**config.mk**
```make
export PLATFORM = sky130hd
export DESIGN_NAME = fp_align_pipe
export DESIGN_NICKNAME = d
export VERILOG_FILES = /design/src/rtl/fp_align_pipe.sv
export SDC_FILE = /design/constraint.sdc
export NUM_CORES = 1
export LEC_CHECK = 0
export CAP_MARGIN = 20
export CORE_UTILIZATION = 55
export CTS_CLUSTER_DIAMETER = 150
export DETAILED_ROUTE_END_ITERATION = 10
export DONT_BUFFER_PORTS = 1
export GPL_TIMING_DRIVEN = 1
export PLACE_DENSITY_LB_ADDON = 0.05
export SLEW_MARGIN = 15
export SYNTH_ARGS = -nofsm -noshare
export SYNTH_HDL_FRONTEND = slang
export SYNTH_SLANG_ARGS = --single-unit
export TNS_END_PERCENT = 100
```
**constraint.sdc**
```tcl
create_clock -name clk -period 3.6 [get_ports clk]
set_input_delay 0.72 -clock clk [delete_from_list [all_inputs] [get_ports clk]]
set_output_delay 0.72 -clock clk [all_outputs]
set_load 0.03 [all_outputs]
```
**src/rtl/fp_align_pipe.sv**
```systemverilog
// fp_align_pipe: two-stage floating-point operand alignment pipeline.
// Stage 1 orders the operands by magnitude and computes the saturated
// exponent difference; stage 2 right-shifts the smaller mantissa and
// folds the shifted-out bits into the sticky position (bit 0).
module fp_align_pipe #(
    parameter  int unsigned EW = 8,
    parameter  int unsigned MW = 28,
    localparam int unsigned DW = 1 + EW + MW,
    localparam int unsigned SW = $clog2(MW + 1)
) (
    input  logic          clk,
    input  logic          rst_n,
    input  logic          in_valid,
    output logic          in_ready,
    input  logic [DW-1:0] op_a,
    input  logic [DW-1:0] op_b,
    input  logic          op_sub,
    output logic          out_valid,
    input  logic          out_ready,
    output logic          sa,
    output logic          sb,
    output logic          comp,
    output logic          eff_sub,
    output logic [EW-1:0] enor,
    output logic [MW-1:0] m_max,
    output logic [MW-1:0] m_aln,
    output logic [SW-1:0] dexp
);

    localparam logic [EW:0]   MW_E = (EW + 1)'(MW);
    localparam logic [SW-1:0] MW_S = SW'(MW);

    // Operand fields
    logic          sign_a_c;
    logic          sign_b_c;
    logic [EW-1:0] ea_c;
    logic [EW-1:0] eb_c;
    logic [MW-1:0] ma_c;
    logic [MW-1:0] mb_c;

    assign sign_a_c = op_a[DW-1];
    assign sign_b_c = op_b[DW-1] ^ op_sub;
    assign ea_c     = op_a[DW-2:MW];
    assign eb_c     = op_b[DW-2:MW];
    assign ma_c     = op_a[MW-1:0];
    assign mb_c     = op_b[MW-1:0];

    // Stage 1 state
    logic          s1_valid;
    logic          s1_sa;
    logic          s1_sb;
    logic          s1_comp;
    logic [EW-1:0] s1_enor;
    logic [MW-1:0] s1_mmax;
    logic [MW-1:0] s1_mmin;
    logic [SW-1:0] s1_dexp;

    // Stage 2 state (drives the outputs)
    logic          s2_valid;

    // Handshake
    logic s1_adv;
    logic s2_adv;

    assign s2_adv    = !s2_valid || out_ready;
    assign s1_adv    = !s1_valid || s2_adv;
    assign in_ready  = s1_adv;
    assign out_valid = s2_valid;

    // Magnitude compare, operand select and saturated exponent difference
    logic          comp_c;
    logic [EW:0]   diff_c;
    logic [SW-1:0] dexp_sat_c;
    logic [EW-1:0] enor_c;
    logic [MW-1:0] mmax_c;
    logic [MW-1:0] mmin_c;

    always_comb begin
        comp_c     = 1'b0;
        diff_c     = '0;
        dexp_sat_c = '0;
        enor_c     = '0;
        mmax_c     = '0;
        mmin_c     = '0;

        comp_c = (ea_c > eb_c) || ((ea_c == eb_c) && (ma_c >= mb_c));

        if (comp_c) begin
            diff_c = {1'b0, ea_c} - {1'b0, eb_c};
            enor_c = ea_c;
            mmax_c = ma_c;
            mmin_c = mb_c;
        end else begin
            diff_c = {1'b0, eb_c} - {1'b0, ea_c};
            enor_c = eb_c;
            mmax_c = mb_c;
            mmin_c = ma_c;
        end

        if (diff_c > MW_E) begin
            dexp_sat_c = MW_S;
        end else begin
            dexp_sat_c = SW'(diff_c);
        end
    end

    // Stage 1 register: captures the ordered operands on accept
    always_ff @(posedge clk or negedge rst_n) begin
        if (!rst_n) begin
            s1_valid <= 1'b0;
            s1_sa    <= 1'b0;
            s1_sb    <= 1'b0;
            s1_comp  <= 1'b0;
            s1_enor  <= '0;
            s1_mmax  <= '0;
            s1_mmin  <= '0;
            s1_dexp  <= '0;
        end else begin
            if (s1_adv) begin
                s1_valid <= in_valid;
            end
            if (s1_adv && in_valid) begin
                s1_sa   <= sign_a_c;
                s1_sb   <= sign_b_c;
                s1_comp <= comp_c;
                s1_enor <= enor_c;
                s1_mmax <= mmax_c;
                s1_mmin <= mmin_c;
                s1_dexp <= dexp_sat_c;
            end
        end
    end

    // Alignment shift with sticky collection of the shifted-out bits
    logic [MW-1:0] shifted_c;
    logic [MW-1:0] lost_mask_c;
    logic          sticky_c;
    logic [MW-1:0] aln_c;

    always_comb begin
        shifted_c   = '0;
        lost_mask_c = '0;
        sticky_c    = 1'b0;
        aln_c       = '0;

        shifted_c   = s1_mmin >> s1_dexp;
        lost_mask_c = ~({MW{1'b1}} << s1_dexp);
        sticky_c    = |(s1_mmin & lost_mask_c);
        aln_c       = {shifted_c[MW-1:1], shifted_c[0] | sticky_c};
    end

    // Stage 2 register: output stage, held while downstream stalls
    always_ff @(posedge clk or negedge rst_n) begin
        if (!rst_n) begin
            s2_valid <= 1'b0;
            sa       <= 1'b0;
            sb       <= 1'b0;
            comp     <= 1'b0;
            eff_sub  <= 1'b0;
            enor     <= '0;
            m_max    <= '0;
            m_aln    <= '0;
            dexp     <= '0;
        end else begin
            if (s2_adv) begin
                s2_valid <= s1_valid;
            end
            if (s2_adv && s1_valid) begin
                sa      <= s1_sa;
                sb      <= s1_sb;
                comp    <= s1_comp;
                eff_sub <= s1_sa ^ s1_sb;
                enor    <= s1_enor;
                m_max   <= s1_mmax;
                m_aln   <= aln_c;
                dexp    <= s1_dexp;
            end
        end
    end

endmodule

```
==> flow_summary.ini <==
[clocking]
cts_tree = built
path_clk_slew_ns = 0.06
clkLatencyLatePin_ns = 0.43
cts_htree_levels = 4
cts_buffer_depth = 2
cts_resized = 0
cts_root_buf = clkbuf_16
cts_made_buffers = 17
clock-sinks = 147
cts_setup_buffers = 0

[power]
swShare_pct = 34.6
p_leak_uw = 0.00437
clkPwrFrac_pct = 33.3
switchingPower_uw = 1830
power_frac_seq_pct = 46.8
combPwrFrac_pct = 19.9
power_density_nw_per_um2 = 544
p_int_uw = 3460
ir_worst_vdd_mv = 0.341

[timing]
rsz0062_at_grt = false
fin_crit_sh_pct = 82.4
finClkSkew_ns = 0.0156
setup_violations = 0
tightest_slew_ns = 0.760
slew_headroom_pct = 49.3
whs_ns = -0.0161
tns_ns = 0
fin_crit_ns = 2.97
fmax_ghz = 0.337
finalHoldViolCount = 50
drv_slew = 0

[route]
num_vias = 6919
drtPass1Iterations = 5
drc = 0
antenna_left = 0
wirelength_um = 21500
drtIter0Drc = 505
vias_per_cell = 5.95
wire_per_inst_um = 18.5

[setup_path]
r2r-start = s1_dexp[0]
worstPathArrival_ns = 3.26
critPathMaxFanout = 28
critPathRequiredTime_ns = 3.90
r2r_end = m_aln[1]
critPathKind = in -> reg
rrSetupSlack_ns = 0.88
endpoint_kind = flop
startpoint_type = input pin
reg2reg_depth = 7

[logic_synthesis]
synth.distinct_cells = 57
syn_avg_cell_area_um2 = 9.28
synth_cells = 960
ys_seq_area_share_pct = 41.3
ys.flop_type = dfrtp_1
synth-seq-cells = 147
async_flop_share_pct = 100
syn-num-nets = 1085
yosysWarnings = 0
synth_area_um2 = 8910
synth_edf_count = 0

[worst_hold_path]
min_path_type = in -> async

[floorplanning]
start_util_pct = 56.3
io_pins = 154
die_y_um = 129
die_area_um2 = 16700
fp.coreArea_um2 = 15800
die_x_um = 129
rows = 46

[placement]
io_buffers = 0
gp_congestion = 0.820
dp_hpwl_um = 15800

[grt]
grt_max_degree = 148
grt_usage_pct = 26.8
antenna_found_initial = 0
gr-total-overflow = 0
grt_first_pass_wirelength_um = 34700
grt_pass1_vias = 6842

[final_layout]
area_delta_synth_final_pct = 8.92
fillers = 1356
final_layout_size_suffix_gt1_share_pct = 12.5
antennaDiodeCount = 0
multi_input_area_um2 = 4780
regArea_um2 = 3680
final_nets = 1060

[job]
cap_violations = 0

[status]
status = finished with violations
violations = negative hold slack
power groups by stage:
stage | registers, uW | logic [uW] | clock network (uW)
3_5_place_dp | 2500 | 1050 | 0
3_3_place_gp | 2490 | 1010 | 0
5_1_grt | 2510 | 1180 | 1870
2_1_floorplan | 2410 | 844 | 0
4_1_cts | 2470 | 1050 | 1790
6_report | 2470 | 1050 | 1760
cells by family after synthesis:
group                    after synthesis  synth area share [%]
buffers and inverters                112                  5.23
AND/OR/NAND/NOR                      267                  13.0
multiplexers                         112                  15.1
AO/OA/AOI/OAI                        268                  18.0
flip-flops                           147                  41.3
adder cells (fa/ha/maj)               46                  6.63
XOR/XNOR                               8                 0.787
registers in the layout (all words and copies together), names as in the netlist:
signal,count
m_aln,28
m_max,28
s1_mmax,28
s1_mmin,28
enor,8
s1_enor,8
dexp,5
s1_dexp,5
comp,1
eff_sub,1
out_valid,1
s1_comp,1
s1_sa,1
s1_sb,1
s1_valid,1
sa,1
sb,1
cells in the final DEF (no fill, tap or decap), drive strengths merged, types with 10 or more instances in the layout:
master  instances
buf            18
nor2b          11
nor3           12
clkbuf         18
mux2i          53
mux4           13
o21ai         113
a22o           10
ha             44
dfrtp         147
a21oi          76
nor2           69
nand2         133
a211oi         15
mux2           46
inv            53
a31oi          11
metrics by stage:
stage | power [uW] | worst slack (ns) | std cells | utilization (%) | instance area, um2
floorplan | 3250 | 0.694 | 960 | - | 8910
global placement | 3500 | 0.318 | 1132 | 57.6 | 9110
detailed placement | 3550 | 0.207 | 1132 | 57.6 | 9110
CTS | 5320 | 0.661 | 1163 | 61.3 | 9700
global route | 5560 | 0.513 | 1163 | 61.3 | 9700
finish | 5280 | 0.633 | 1163 | 61.3 | 9700
critical path, cell delays in order:
cell and delay, ns:
inv_1 0.03, ha_1 0.45, nand4_1 0.34, a2111oi_4 0.37
o221ai_2 0.17, o21ai_4 0.40, buf_12 0.24, buf_12 0.21
mux2i_1 0.22, o21ai_0 0.09
routing by layer:
metal  wire length, um  GRT usage (%)  vias to the layer above
li1                  -              -                     3341
met1              9310           33.3                     3348
met2             10500           44.8                      200
met3              1270           6.77                       30
met4               423           10.2                        0
met5                 0              0                        -
worst max-delay path by stage:
stage / from / end / slack [ns] / cells past startpoint
after floorplan: op_a[33] / s1_dexp[0] / 0.69 / 12
after global placement: op_a[35] / s1_mmin[6] / 0.32 / 11
after detailed placement: op_a[35] / s1_mmin[6] / 0.21 / 11
after CTS: op_a[35] / s1_mmax[9] / 0.66 / 10
after global routing: op_a[35] / s1_mmin[6] / 0.51 / 11
final: op_a[35] / s1_mmax[9] / 0.63 / 10
area by class of cell:
| type | instances | share of cell area, % |
|---|---|---|
| clock buffers | 18 | 4.53 |
| clock inverters | 13 | 1.55 |
| inverters | 50 | 1.93 |
| multi-input cells | 701 | 49.3 |
| flip-flops and latches | 147 | 37.9 |
| well taps | 216 | 2.79 |
| repair buffers | 18 | 2.04 |
Yosys cell counts (3+ instances only):
library cell,count,area [um2]
nor2_1,69,259
dfrtp_1,147,3680
o2111ai_1,3,26.3
a22o_1,10,87.6
and3_1,3,18.8
xor2_1,3,26.3
nand2_1,133,499
clkbuf_1,39,146
nor3_1,11,55.1
xnor2_1,5,43.8
ha_1,44,551
mux4_2,13,293
o22ai_1,6,37.5
nand4_1,7,43.8
and2_1,7,43.8
nand3b_1,4,30.0
buf_6,4,45.0
a21oi_1,76,380
mux2i_1,53,531
o211ai_1,4,30.0
o21ai_0,111,556
nand3_1,4,20.0
a31oi_1,10,62.6
nand2b_1,9,56.3
a21o_1,4,30.0
o22a_1,3,26.3
a22oi_1,3,22.5
nor4_1,3,18.8
buf_1,7,26.3
inv_1,49,184
a211oi_1,15,113
mux2_2,46,518
nor2b_1,11,68.8
buf_2,12,60.1
o31ai_1,5,37.5
(Power assumes the default switching activity.)
